===== src/rtl/i2c_master_byte_ctrl.sv =====
// Byte-level I2C sequencer: expands register-block commands into bit-engine commands.
module i2c_master_byte_ctrl (
  input  logic       clk,
  input  logic       rst_n,
  input  logic       core_en,
  input  logic       sta,
  input  logic       sto,
  input  logic       rd,
  input  logic       wr,
  input  logic       ack,
  input  logic [7:0] txr,
  output logic [7:0] rxr,
  output logic       done,
  output logic       irxack,
  output logic       i2c_al,
  output logic [3:0] bit_cmd,
  output logic       bit_din,
  input  logic       bit_cmd_ack,
  input  logic       bit_dout,
  input  logic       bit_al
);

  localparam int unsigned CMD_W  = 4;
  localparam int unsigned DATA_W = 8;
  localparam int unsigned CNT_W  = 3;

  localparam logic [CMD_W-1:0] CMD_NOP   = 4'b0000;
  localparam logic [CMD_W-1:0] CMD_START = 4'b0001;
  localparam logic [CMD_W-1:0] CMD_STOP  = 4'b0010;
  localparam logic [CMD_W-1:0] CMD_WRITE = 4'b0100;
  localparam logic [CMD_W-1:0] CMD_READ  = 4'b1000;

  typedef enum logic [2:0] {
    ST_IDLE  = 3'd0,
    ST_START = 3'd1,
    ST_WRITE = 3'd2,
    ST_READ  = 3'd3,
    ST_ACK   = 3'd4,
    ST_STOP  = 3'd5
  } state_t;

  state_t              state_q, state_d;
  logic [DATA_W-1:0]   sr_q, sr_d;
  logic [CNT_W-1:0]    cnt_q, cnt_d;
  logic [CMD_W-1:0]    cmd_q, cmd_d;
  logic                din_q, din_d;
  logic                done_q, done_d;
  logic                al_q, al_d;
  logic                irxack_q, irxack_d;
  logic [DATA_W-1:0]   sr_shift;

  assign sr_shift = {sr_q[DATA_W-2:0], bit_dout};

  assign rxr     = sr_q;
  assign done    = done_q;
  assign irxack  = irxack_q;
  assign i2c_al  = al_q;
  assign bit_cmd = cmd_q;
  assign bit_din = din_q;

  // State and output registers
  always_ff @(posedge clk or negedge rst_n) begin
    if (!rst_n) begin
      state_q  <= ST_IDLE;
      sr_q     <= '0;
      cnt_q    <= '0;
      cmd_q    <= CMD_NOP;
      din_q    <= 1'b0;
      done_q   <= 1'b0;
      al_q     <= 1'b0;
      irxack_q <= 1'b0;
    end else begin
      state_q  <= state_d;
      sr_q     <= sr_d;
      cnt_q    <= cnt_d;
      cmd_q    <= cmd_d;
      din_q    <= din_d;
      done_q   <= done_d;
      al_q     <= al_d;
      irxack_q <= irxack_d;
    end
  end

  // Next-state and next-output decode; abort conditions override everything
  always_comb begin
    state_d  = state_q;
    sr_d     = sr_q;
    cnt_d    = cnt_q;
    cmd_d    = cmd_q;
    din_d    = din_q;
    done_d   = 1'b0;
    al_d     = 1'b0;
    irxack_d = irxack_q;

    if (bit_al) begin
      state_d = ST_IDLE;
      cmd_d   = CMD_NOP;
      din_d   = 1'b0;
      al_d    = 1'b1;
    end else if (!core_en) begin
      state_d = ST_IDLE;
      cmd_d   = CMD_NOP;
      din_d   = 1'b0;
    end else begin
      case (state_q)
        ST_IDLE: begin
          cmd_d = CMD_NOP;
          din_d = 1'b0;
          // done_q blocks re-issue while the register block clears its command bits
          if (!done_q && (sta || sto || rd || wr)) begin
            if (sta) begin
              state_d = ST_START;
              cmd_d   = CMD_START;
            end else if (rd) begin
              state_d = ST_READ;
              cmd_d   = CMD_READ;
              cnt_d   = CNT_W'(7);
            end else if (wr) begin
              state_d = ST_WRITE;
              cmd_d   = CMD_WRITE;
              sr_d    = txr;
              cnt_d   = CNT_W'(7);
              din_d   = txr[DATA_W-1];
            end else begin
              state_d = ST_STOP;
              cmd_d   = CMD_STOP;
            end
          end
        end

        ST_START: begin
          if (bit_cmd_ack) begin
            if (rd) begin
              state_d = ST_READ;
              cmd_d   = CMD_READ;
              cnt_d   = CNT_W'(7);
              din_d   = 1'b0;
            end else if (wr) begin
              state_d = ST_WRITE;
              cmd_d   = CMD_WRITE;
              sr_d    = txr;
              cnt_d   = CNT_W'(7);
              din_d   = txr[DATA_W-1];
            end else if (sto) begin
              state_d = ST_STOP;
              cmd_d   = CMD_STOP;
              din_d   = 1'b0;
            end else begin
              state_d = ST_IDLE;
              cmd_d   = CMD_NOP;
              din_d   = 1'b0;
              done_d  = 1'b1;
            end
          end
        end

        ST_WRITE, ST_READ: begin
          if (bit_cmd_ack) begin
            sr_d = sr_shift;
            if (cnt_q == CNT_W'(0)) begin
              // Last data bit: the counter rests at zero instead of wrapping
              state_d = ST_ACK;
              if (state_q == ST_WRITE) begin
                cmd_d = CMD_READ;
                din_d = 1'b0;
              end else begin
                cmd_d = CMD_WRITE;
                din_d = ack;
              end
            end else begin
              cnt_d = cnt_q - CNT_W'(1);
              din_d = (state_q == ST_WRITE) ? sr_q[DATA_W-2] : 1'b0;
            end
          end
        end

        ST_ACK: begin
          if (bit_cmd_ack) begin
            irxack_d = bit_dout;
            din_d    = 1'b0;
            if (sto) begin
              state_d = ST_STOP;
              cmd_d   = CMD_STOP;
            end else begin
              state_d = ST_IDLE;
              cmd_d   = CMD_NOP;
              done_d  = 1'b1;
            end
          end
        end

        ST_STOP: begin
          if (bit_cmd_ack) begin
            state_d = ST_IDLE;
            cmd_d   = CMD_NOP;
            din_d   = 1'b0;
            done_d  = 1'b1;
          end
        end

        default: begin
          state_d = ST_IDLE;
          cmd_d   = CMD_NOP;
          din_d   = 1'b0;
        end
      endcase
    end
  end

endmodule

===== config.mk =====
export PLATFORM = sky130hd
export DESIGN_NAME = i2c_master_byte_ctrl
export DESIGN_NICKNAME = d
export VERILOG_FILES = /design/src/rtl/i2c_master_byte_ctrl.sv
export SDC_FILE = /design/constraint.sdc
export NUM_CORES = 1
export LEC_CHECK = 0
export ABC_AREA = 1
export BUFFER_PORTS_ARGS = -buffer_cell sky130_fd_sc_hd__buf_2
export CORE_ASPECT_RATIO = 1.1
export CORE_MARGIN = 4
export CORE_UTILIZATION = 58
export CTS_BUF_LIST = sky130_fd_sc_hd__clkbuf_2
export CTS_CLUSTER_DIAMETER = 60
export CTS_CLUSTER_SIZE = 14
export DETAILED_ROUTE_END_ITERATION = 12
export PLACE_DENSITY = 0.83
export SYNTH_ARGS = -nofsm -noshare
export SYNTH_HDL_FRONTEND = slang
export SYNTH_SLANG_ARGS = --single-unit

===== constraint.sdc =====
create_clock -name clk -period 2.4 [get_ports clk]
set_input_delay 0 -clock clk [delete_from_list [all_inputs] [get_ports clk]]
set_output_delay 0 -clock clk [all_outputs]
set_load 0.01 [all_outputs]

Word level (Yosys, flattened, before mapping)
Cells that the tools add are included.

$add $sub $neg: 1. Equality and inequality tests: 17. Multiplexer cells: 69. Bitwise operators: 1. Reductions and logical operators: 16.

Operators with widths (number): $mux 3 (23); $mux 4 (12); $mux 8 (6); $ne 4x4->1 const B (6); $pmux 8 s3 (1); $mux 1 (21); $pmux 4 s5 (1); $pmux 3 s5 (1); $ne 2x2->1 const B (5); $pmux 3 s3 (1); $reduce_and 8->1 (1); $reduce_and 7->1 (1); $eq 3x2->1 const B (2); $eq 3x3->1 const B (2); $logic_not 3->1 (2); $reduce_and 6->1 (1); $reduce_and 5->1 (1); $ne 4x2->1 const B (1); $pmux 1 s4 (1); $reduce_and 4->1 (1); $reduce_or 2->1 (2); $eq 3x1->1 const B (1); $logic_or 1x1->1 (3); $pmux 1 s3 (1); 7 further kinds (7).

Bits in registers: 22. Input port bits: 19. Word-level logic and storage cells: 112.

Depth between registers and ports, before layout
Gate-level depths: netlist (run 1).

Depth after elaboration: 8. Mapped depth: 10.

Least setup slack after synthesis (run 1)
Ideal clock, no wire load.

Path kind: reg2reg. Start: reg cnt_q[0]. End: reg cnt_q[0]. Setup time: 0.117 ns. Data arrival time: 1.244 ns. Data required time: 2.283 ns. Setup slack: 1.038 ns. Cell stages (with the launch flop): 10. Clock period less this slack: 1.362 ns. Cells stage by stage: dfrtp_1 inv_1 ha_1 ha_1 inv_1 nand2_2 o21ai_1 nand3_1 nand2_1 nand2_1.

Longest elaborated chain between the ends: 5.

RTL lines: start, declared (line 44) `logic [CNT_W-1:0] cnt_q, cnt_d;`; start signal, assigned (line 75) `cnt_q <= cnt_d;`; branches (longest 5 deep; another with $sub 3x1->3).

Several ways; the timed one is not identified. The select of a mux whose other input is x is not followed. A chain may end at the register's enable or synchronous reset.

Worst setup path after layout (run 1)
Start: reg state_q[2]. End: reg sr_q[5], in the netlist rxr[5].

Longest elaborated chain between the ends: 4.

RTL lines: start, declared (line 42) `state_t state_q, state_d;`; start signal, assigned (line 73) `state_q <= state_d;`; $eq 3x2->1 (line 105) `case (state_q)`; $reduce_or 2->1 (line 105); $ne 2x2->1 (no line) or $reduce_bool 3->1 (tied branches); $reduce_and 7->1 (no line); end signal, assigned (line 74) `sr_q <= sr_d;`; end, declared (line 43) `logic [DATA_W-1:0] sr_q, sr_d;`.

Several ways; a longest one is shown, not always the timed one.

==> flow_summary_export.csv, run 1 <==
group,metric,value,unit
timing,hold_violations,0,
global_routing,grt_pass1_vias,1458,
global_routing,grt_pass1_wl,6290,µm
synth,synthesis.nets,227,
timing,fmax,567,MHz
timing,rsz0062_at_grt,"no",
synth,ys_types,25,
synth,ys_seq_area_share,37.6,%
layout,nNetsFinal,270,
job,maxCapViolCount,0,
synth,synth-edff-count,0,
synth,ys_ff_latch,22,
detailed_routing,drtAntennaViolNets,0,
floorplan,rows,18,
floorplan,die_w,55.9,µm
floorplan,ioPinCount,35,
cts,cts_buffer_depth,2,
layout,stdcell_area,1730,µm²
synth,ys_top_cells_by_area,"dfrtp_1, nand2_1, nand3_1",
detailed_routing,num_vias,1537,
timing,max_slew_margin,66.6,%
cts,clk_latency,0.33,ns
global_routing,grt_use_total,23.7,%
cts,cts_resized,0,
synth,synth-warning-count,0,
detailed_routing,firstDrtPassIters,4,
synth,synth.most_common_cell,"nand2_1",
synth,synth_commonest_cells,"nand2_1, dfrtp_1, nand3_1",
setup_path,path_max_fanout,13,
synth,yosysTopAreaCellShare,37.6,%
floorplan,fp.dieH,60.7,µm
setup_path,cp_cell_sequence,"inv_4 > nand2_4 > nor2_2 > nor2_4 > nand3_2 > nand2_1 > nand2_1",
global_routing,antenna_found_initial,0,
detailed_routing,routed_wl,3630,µm
setup_path,crit_path_end_kind,"flop",
global_routing,grt_max_degree,23,
cts,cts_tree,"done",
place,hpwl,2690,µm
global_routing,grt_overflow,0,
power,power.leakage,0.984,nW
timing,worstMarginPinSlew,0.502,ns
timing,fin_tns_setup,0,ns
place,gp_congestion,0.949,
floorplan,dieArea,3400,µm²
detailed_routing,wire_per_inst,13.1,µm
synth,synth_top_cell_by_area,"dfrtp_1",
place,io_buffers,34,
setup_path,cpPeakStageDelay,0.67,ns
setup_path,arrival,2.00,ns
layout,drive_gt1_share,22.6,%
place,place_area,1620,µm²
floorplan,initial_core_util,63.2,%
setup_path,path_class,"flop to flop",
global_routing,grt_util_met3,2.77,%
layout,area_growth_syn_to_layout,18.3,%
cts,cts-buffers-inserted,3,
detailed_routing,via_per_inst,5.53,
timing,setup_violations,0,
setup_path,crit_required,2.64,ns
cts,htree_levels,1,
global_routing,met1_usage,29.0,%
synth,synthCells,206,
setup_path,crit_slowest_cell,"dfrtp_1",
synth,async_reset_ff_share,100,%
cts,clk_pin_slew,0.20,ns
detailed_routing,drc,0,
global_routing,met2_usage,41.4,%
synth,synth_area,1470,µm²
power,power_density,607,nW/µm²
timing,fin_worst_skew,0.0107,ns
timing,fin_crit_sh,73.5,%
cts,cts_root_buf,"clkbuf_2",
timing,period_needed,1.76,ns
floorplan,core_area,2320,µm²
setup_path,start_kind,"flop",
cts,numClockSinks,22,
power,irDropWorstVdd,0.000682,V
min_path,min_path_type,"input port to flop",
synth,synthFlopType,"dfrtp_1",
run_status,outcome,"completed",
layout,fillers,184,
global_routing,grt_busiest_layer,"met2",
detailed_routing,first_iter_violations,75,
layout,antenna_cells,0,
timing,slew_violations,0,
power,total_power,1.05,mW
setup_path,cpMostUsedCell,"nand2_1",
synth,avgSynthCellArea,7.11,µm²
## routing by layer
metal	up-vias	part of all wire (%)
met5	-	0
met4	0	2.1
met3	10	7.2
met2	72	49
met1	698	42
li1	757	-
## where the power goes
part | internal [mW] | leakage, nW | switching, mW
clock | 0.0362 | 0.0140 | 0.108
combinational | 0.149 | 0.684 | 0.237
sequential | 0.453 | 0.286 | 0.0681
total | 0.638 | 0.984 | 0.414
## path summary, 6_finish.rpt
kind	from	endpoint	slack (ns)	depth (start not counted)
worst max-delay path	state_q[2]$_DFFE_PN0P_	rxr[5]$_DFFE_PN0P_	0.64	7
worst min-delay path	txr[4]	rxr[4]$_DFFE_PN0P_	0.01	5
worst max register to register	state_q[2]$_DFFE_PN0P_	rxr[5]$_DFFE_PN0P_	0.64	7
worst min register to register	cnt_q[1]$_DFFE_PN0P_	cnt_q[1]$_DFFE_PN0P_	0.50	2
max in group asynchronous	rst_n	rxr[5]$_DFFE_PN0P_	1.93	2
min in group asynchronous	rst_n	rxr[6]$_DFFE_PN0P_	0.13	2
## stage by stage
stage	setup slack (ns)	hold WS [ns]	utilization (%)	cells
floorplan	1.04	-0.296	-	206
global placement	0.722	-0.0139	70.0	265
detailed placement	0.710	-0.00221	70.0	265
CTS	0.677	0.00691	74.7	278
global route	0.491	0.0275	74.7	278
finish	0.636	0.0149	74.7	278
## state kept, by name, indices dropped and copies added, names as in the netlist
name and flops:
i2c_al 1, irxack 1, bit_din 1, rxr 8, cnt_q 3, done 1, bit_cmd 4, state_q 3
## cells by family (layout without fill, tap and decap cells)
kind of cell | after synthesis | count (layout) | share of synthesized area (%)
and+or+nand+nor | 147 | 147 | 48.3
AOI/OAI and AO/OA | 11 | 11 | 3.76
buffers and inverters | 24 | 66 | 8.71
DFF | 22 | 22 | 37.6
adders and majority gates | 2 | 2 | 1.71
## what timing repair did
action / 4_1_cts / 5_1_grt
hold endpoints to repair: 30 / 0
hold buffers: 9 / 0
setup buffers: 0 / 0
## placed cells by master (no fill, tap or decap), drive strengths merged
cell type    instances
nand2               90
buf                 34
nand3               24
dfrtp               22
inv                 18
nand4               15
nor2                14
dlygate4sd3          9
o21ai                8
a21oi                3
clkbuf               3
ha                   2
clkinv               2
nor3                 2
nand3b               1
or2                  1
## critical path, delay by kind of cell (launching register included)
family | cells | cell delay [ns]
buf+inv | 1 | 0.12
flops | 1 | 0.67
simple gates | 6 | 0.87
## area by class of cell
type	instances	area, µm²	share of cell area, %
Clock buffer	3	15.0	0.866
Clock inverter	1	3.75	0.217
Inverter	19	78.8	4.55
Multi-Input combinational cell	160	787	45.4
Sequential cell	22	551	31.8
Tap cell	30	37.5	2.17
Timing Repair Buffer	43	260	15.0
No activity file was read; power rests on OpenSTA's default activity.
==> run 2: changes to the inputs <==
--- a/config.mk
+++ b/config.mk
@@ -9,12 +9,12 @@
 export BUFFER_PORTS_ARGS = -buffer_cell sky130_fd_sc_hd__buf_2
 export CORE_ASPECT_RATIO = 1.1
 export CORE_MARGIN = 4
-export CORE_UTILIZATION = 58
+export CORE_UTILIZATION = 55
 export CTS_BUF_LIST = sky130_fd_sc_hd__clkbuf_2
 export CTS_CLUSTER_DIAMETER = 60
 export CTS_CLUSTER_SIZE = 14
 export DETAILED_ROUTE_END_ITERATION = 12
-export PLACE_DENSITY = 0.83
+export PLACE_DENSITY = 0.8
 export SYNTH_ARGS = -nofsm -noshare
 export SYNTH_HDL_FRONTEND = slang
 export SYNTH_SLANG_ARGS = --single-unit
==> constraint.sdc (replaced) <==
create_clock -name clk -period 1.8 [get_ports clk]
set_input_delay 0 -clock clk [delete_from_list [all_inputs] [get_ports clk]]
set_output_delay 0 -clock clk [all_outputs]
set_load 0.01 [all_outputs]
==> flow_summary_export.csv, run 2 (synthesis gave the netlist of run 1 again) <==
group,metric,value,unit
layout,antenna_cells,0,
global_routing,grt_pass1_vias,1458,
timing,fin_crit_sh,91.8,%
cts,cts_buffer_depth,2,
timing,fmax,606,MHz
place,gp_congestion,0.943,
timing,period_needed,1.65,ns
cts,clk_pin_slew,0.21,ns
floorplan,fp.dieH,62.1,µm
global_routing,grt_pass1_wl,6310,µm
power,total_power,1.42,mW
cts,cts_tree,"done",
floorplan,core_area,2520,µm²
run_status,outcome,"finished with violations",
global_routing,grt_use_total,21.8,%
layout,area_growth_syn_to_layout,21.7,%
power,power.leakage,1.01,nW
setup_path,start_kind,"flop",
cts,numClockSinks,22,
detailed_routing,routed_wl,3550,µm
timing,hold_violations,2,
place,hpwl,2630,µm
place,place_area,1660,µm²
floorplan,ioPinCount,35,
setup_path,crit_path_end_kind,"flop",
global_routing,grt_overflow,0,
min_path,min_path_type,"input port to flop",
setup_path,crit_required,2.09,ns
cts,htree_levels,1,
detailed_routing,drc,0,
floorplan,rows,19,
detailed_routing,first_iter_violations,51,
layout,drive_gt1_share,24.4,%
setup_path,path_class,"flop to flop",
detailed_routing,drtAntennaViolNets,0,
timing,slew_violations,0,
floorplan,die_w,57.2,µm
cts,cts_setup_buffers,0,
run_status,failed_checks,"negative hold slack",
timing,fin_worst_skew,0.00129,ns
detailed_routing,firstDrtPassIters,4,
global_routing,grt_max_degree,23,
detailed_routing,via_per_inst,5.26,
setup_path,cpPeakStageDelay,0.68,ns
layout,stdcell_area,1780,µm²
layout,nNetsFinal,276,
setup_path,crit_slowest_cell,"dfrtp_1",
layout,final_cell_mix,"nand2_1, buf_2, nand3_1",
timing,rsz0062_at_grt,"no",
job,maxCapViolCount,0,
timing,whs,-0.00455,ns
floorplan,initial_core_util,58.1,%
timing,fin_tns_setup,0,ns
floorplan,dieArea,3550,µm²
layout,final_common_cell,"nand2_1",
cts,cts-buffers-inserted,3,
timing,max_slew_margin,67.3,%
power,comb_power_share,36.6,%
power,seq_power_share,49.2,%
setup_path,cpMostUsedCell,"nand2_1",
power,p_sw,0.558,mW
setup_path,cp_cell_sequence,"nand3_1 > nand2_1 > nand2_1 > dlygate4sd3_1 > nor2_1",
detailed_routing,num_vias,1499,
cts,cts_root_buf,"clkbuf_2",
power,clkPwrFrac,14.2,%
timing,setup_violations,0,
setup_path,arrival,1.94,ns
power,power_density,796,nW/µm²
power,p_int,0.861,mW
detailed_routing,wire_per_inst,12.4,µm
cts,clk_latency,0.33,ns
place,io_buffers,34,
power,p_sw_share,39.3,%
timing,worstMarginPinSlew,0.491,ns
power,irDropWorstVdd,0.000673,V
setup_path,path_max_fanout,8,
global_routing,antenna_found_initial,0,
layout,largest_reg_flops,8,
==> run 2: cell count changes in the layout (fill, tap and decap cells not counted), sizes merged <==
cell / before / now
dlygate4sd3: 9 / 10
buf: 34 / 39
==> run 2: timing repair <==
item,in CTS,in global routing
endpoints found under the hold margin,30,0
gates resized for setup,0,1
hold buffers,10,0
setup endpoints to repair,0,5
==> run 2: metal layers <==
metal / part of all wire (%) / routed length [µm] / track usage, % / vias up
li1: - / - / - / 765
met1: 43 / 1530 / 28.1 / 674
met2: 49 / 1730 / 36.0 / 49
met3: 5.7 / 201 / 2.90 / 11
met4: 2.3 / 82 / 9.28 / 0
met5: 0 / 0 / 0 / -
==> run 2: power by group through the flow <==
| stage | clock (mW) | sequential, mW | combinational (mW) |
|---|---|---|---|
| global route | 0.220 | 0.721 | 0.603 |
| global placement | 0 | 0.706 | 0.498 |
| detailed placement | 0 | 0.704 | 0.509 |
| finish | 0.202 | 0.698 | 0.520 |
| CTS | 0.202 | 0.696 | 0.525 |
| floorplan | 0 | 0.725 | 0.303 |
==> run 2: final cells by class <==
class / count / area, µm²
Clock buffer: 3 / 15.0
Clock inverter: 1 / 3.75
Fill cell: 218 / 737
Inverter: 19 / 78.8
Multi-Input combinational cell: 160 / 787
Sequential cell: 22 / 552
Tap cell: 31 / 38.8
Timing Repair Buffer: 49 / 308
==> run 2: worst paths after layout <==
path	slack, ns	cells past startpoint	start	end
max in group asynchronous	1.33	2	rst_n	state_q[1]$_DFFE_PN0P_
min	-0.005	5	txr[1]	rxr[1]$_DFFE_PN0P_
min reg2reg	0.50	2	cnt_q[1]$_DFFE_PN0P_	cnt_q[1]$_DFFE_PN0P_
max reg2reg	0.15	5	state_q[2]$_DFFE_PN0P_	done$_DFF_PN0_
max	0.15	5	state_q[2]$_DFFE_PN0P_	done$_DFF_PN0_
min in group asynchronous	0.12	2	rst_n	irxack$_DFFE_PN0P_
==> run 2: metrics by stage <==
stage          cells  setup slack (ns)  utilization (%)
6_report         285             0.149             70.8
5_1_grt          285            0.0648             70.8
3_3_place_gp     271             0.126             66.0
3_5_place_dp     271             0.118             66.0
4_1_cts          285             0.100             70.7
2_1_floorplan    206             0.438                -
==> run 2: worst max-delay path, delay by kind of cell, from the launching register on <==
family / cells / cell delay (ns)
flip-flops: 1 / 0.68
buffers and inverters: 1 / 0.55
AND/OR/NAND/NOR: 4 / 0.37
==> run 3: changes to the inputs <==
--- a/config.mk
+++ b/config.mk
@@ -7,9 +7,11 @@
 export LEC_CHECK = 0
 export ABC_AREA = 1
 export BUFFER_PORTS_ARGS = -buffer_cell sky130_fd_sc_hd__buf_2
+export CELL_PAD_IN_SITES_DETAIL_PLACEMENT = 0
+export CELL_PAD_IN_SITES_GLOBAL_PLACEMENT = 1
 export CORE_ASPECT_RATIO = 1.1
 export CORE_MARGIN = 4
-export CORE_UTILIZATION = 55
+export CORE_UTILIZATION = 39
 export CTS_BUF_LIST = sky130_fd_sc_hd__clkbuf_2
 export CTS_CLUSTER_DIAMETER = 60
 export CTS_CLUSTER_SIZE = 14
==> flow_summary_export.csv, run 3 (synthesis gave the netlist of run 1 again) <==
group,metric,value,unit
run_status,outcome,"completed",
place,place_area,1690,µm²
detailed_routing,num_vias,1522,
timing,max_slew_margin,64.8,%
timing,slew_violations,0,
setup_path,crit_start,"cnt_q[0]$_DFFE_PN0P_",
setup_path,r2r-end,"cnt_q[1]$_DFFE_PN0P_",
global_routing,grt_max_degree,23,
place,gp_congestion,0.860,
cts,htree_levels,1,
cts,numClockSinks,22,
setup_path,r2r_setup_slack,0.20,ns
setup_path,arrival,1.86,ns
cts,cts_setup_buffers,0,
layout,nNetsFinal,280,
layout,largest_reg_flops,8,
cts,cts_root_buf,"clkbuf_2",
detailed_routing,wl_met3,235,µm
timing,hold_violations,0,
floorplan,core_area,3630,µm²
setup_path,crit_buf_inv,2,
detailed_routing,via_per_inst,4.94,
setup_path,reg2regPathDepth,9,
cts,cts_tree,"done",
job,maxCapViolCount,0,
setup_path,crit_required,2.06,ns
global_routing,grt_pass1_vias,1439,
setup_path,path_max_fanout,4,
global_routing,grt_use_total,17.7,%
timing,setup_violations,0,
detailed_routing,met1Wirelength,1690,µm
setup_path,cp_cell_sequence,"inv_1 > ha_1 > ha_1 > inv_1 > nand2_2 > o21ai_1 > nand3_1 > nand2_1 > nand2_1",
min_path,min_path_type,"input port to flop",
setup_path,crit_path_end_kind,"flop",
setup_path,crit_family,"flip-flops",
floorplan,initial_core_util,40.4,%
floorplan,ioPinCount,35,
power,power_density,778,nW/µm²
detailed_routing,drc,0,
detailed_routing,first_iter_violations,89,
setup_path,r2r_start,"cnt_q[0]$_DFFE_PN0P_",
timing,fmax,623,MHz
detailed_routing,routed_wl,3910,µm
cts,cts-buffers-inserted,3,
floorplan,fp.dieH,72.3,µm
floorplan,die_w,66.4,µm
floorplan,dieArea,4800,µm²
layout,stdcell_area,1850,µm²
timing,worst_slack,0.196,ns
setup_path,cpPeakStageDelay,0.44,ns
place,pre_cts_slack,0.129,ns
detailed_routing,wire_per_inst,12.7,µm
power,irDropWorstVdd,0.000430,V
setup_path,start_kind,"flop",
layout,area_growth_syn_to_layout,26.1,%
detailed_routing,routed-wl-met2,1890,µm
layout,final_cell_mix,"nand2_1, buf_2, nand3_1",
min_path,min_path_cells,5,
detailed_routing,top_layer_used,"met4",
global_routing,grt_overflow,0,
detailed_routing,firstDrtPassIters,4,
global_routing,grt_pass1_wl,6640,µm
cts,cts_buffer_depth,2,
cts,clk_latency,0.33,ns
timing,fin_tns_setup,0,ns
place,hpwl,2930,µm
global_routing,antenna_found_initial,0,
layout,antenna_cells,0,
place,io_buffers,34,
power,power.leakage,1.02,nW
floorplan,rows,23,
setup_path,cp-endpoint,"cnt_q[1]$_DFFE_PN0P_",
layout,drive_gt1_share,24.4,%
timing,fin_crit_sh,89.1,%
timing,worstMarginPinSlew,0.528,ns
timing,rsz0062_at_grt,"no",
layout,final_common_cell,"nand2_1",
detailed_routing,drtAntennaViolNets,0,
timing,fin_worst_skew,0.00524,ns
timing,period_needed,1.60,ns
setup_path,path_class,"flop to flop",
setup_path,path_depth,9,
setup_path,crit_slowest_cell,"dfrtp_1",
cts,clk_pin_slew,0.21,ns
==> run 3: area by class of cell <==
| class | instances | area (µm²) |
|---|---|---|
| Tap cell | 50 | 62.6 |
| Clock inverter | 1 | 3.75 |
| Fill cell | 389 | 1780 |
| Clock buffer | 3 | 15.0 |
| Sequential cell | 22 | 553 |
| Inverter | 19 | 78.8 |
| Timing Repair Buffer | 53 | 348 |
| Multi-Input combinational cell | 160 | 787 |
==> run 3: per-stage QoR <==
stage / util [%] / total power [mW] / instances / hold WS (ns)
finish: 51.0 / 1.44 / 308 / 0.0288
global route: 51.0 / 1.58 / 308 / 0.00572
CTS: 50.9 / 1.47 / 308 / 0.00340
detailed placement: 46.5 / 1.23 / 290 / 0.0152
global placement: 46.5 / 1.23 / 290 / 0.00757
floorplan: - / 1.03 / 206 / -0.296
==> run 3: worst min-delay path by stage <==
stage	endpoint	slack, ns	startpoint
3_5_place_dp	bit_din$_DFFE_PN0P_	0.02	rst_n
5_1_grt	bit_cmd[3]$_DFFE_PN0P_	0.006	rd
6_report	bit_din$_DFFE_PN0P_	0.03	core_en
4_1_cts	bit_cmd[3]$_DFFE_PN0P_	0.003	rd
2_1_floorplan	bit_cmd[0]$_DFFE_PN0P_	-0.30	rst_n
3_3_place_gp	done$_DFF_PN0_	0.008	rst_n
==> run 3: worst register-to-register path, delay by kind of cell, from the launching register on <==
family,cells,cell delay (ns)
flops,1,0.44
simple gates,4,0.40
fa+ha+maj,2,0.36
compound gates,1,0.20
buf+inv,2,0.15
==> run 3: power breakdown <==
| group | internal [mW] | total [mW] | switching, mW | leakage [nW] |
|---|---|---|---|---|
| sequential | 0.605 | 0.700 | 0.0949 | 0.283 |
| clock | 0.0483 | 0.205 | 0.156 | 0.0140 |
| combinational | 0.214 | 0.533 | 0.319 | 0.727 |
| total | 0.867 | 1.44 | 0.571 | 1.02 |
==> run 3: what timing repair did <==
| item | 4_1_cts | 5_1_grt |
|---|---|---|
| hold buffers | 14 | 0 |
| gates resized for setup | 0 | 2 |
| endpoints found under the hold margin | 34 | 0 |
| endpoints found under the setup margin | 0 | 4 |
==> run 3: metal layers <==
metal / GRT usage (%) / up-vias
li1: - / 770
met1: 22.4 / 682
met2: 29.1 / 59
met3: 3.72 / 11
met4: 7.22 / 0
met5: 0 / -
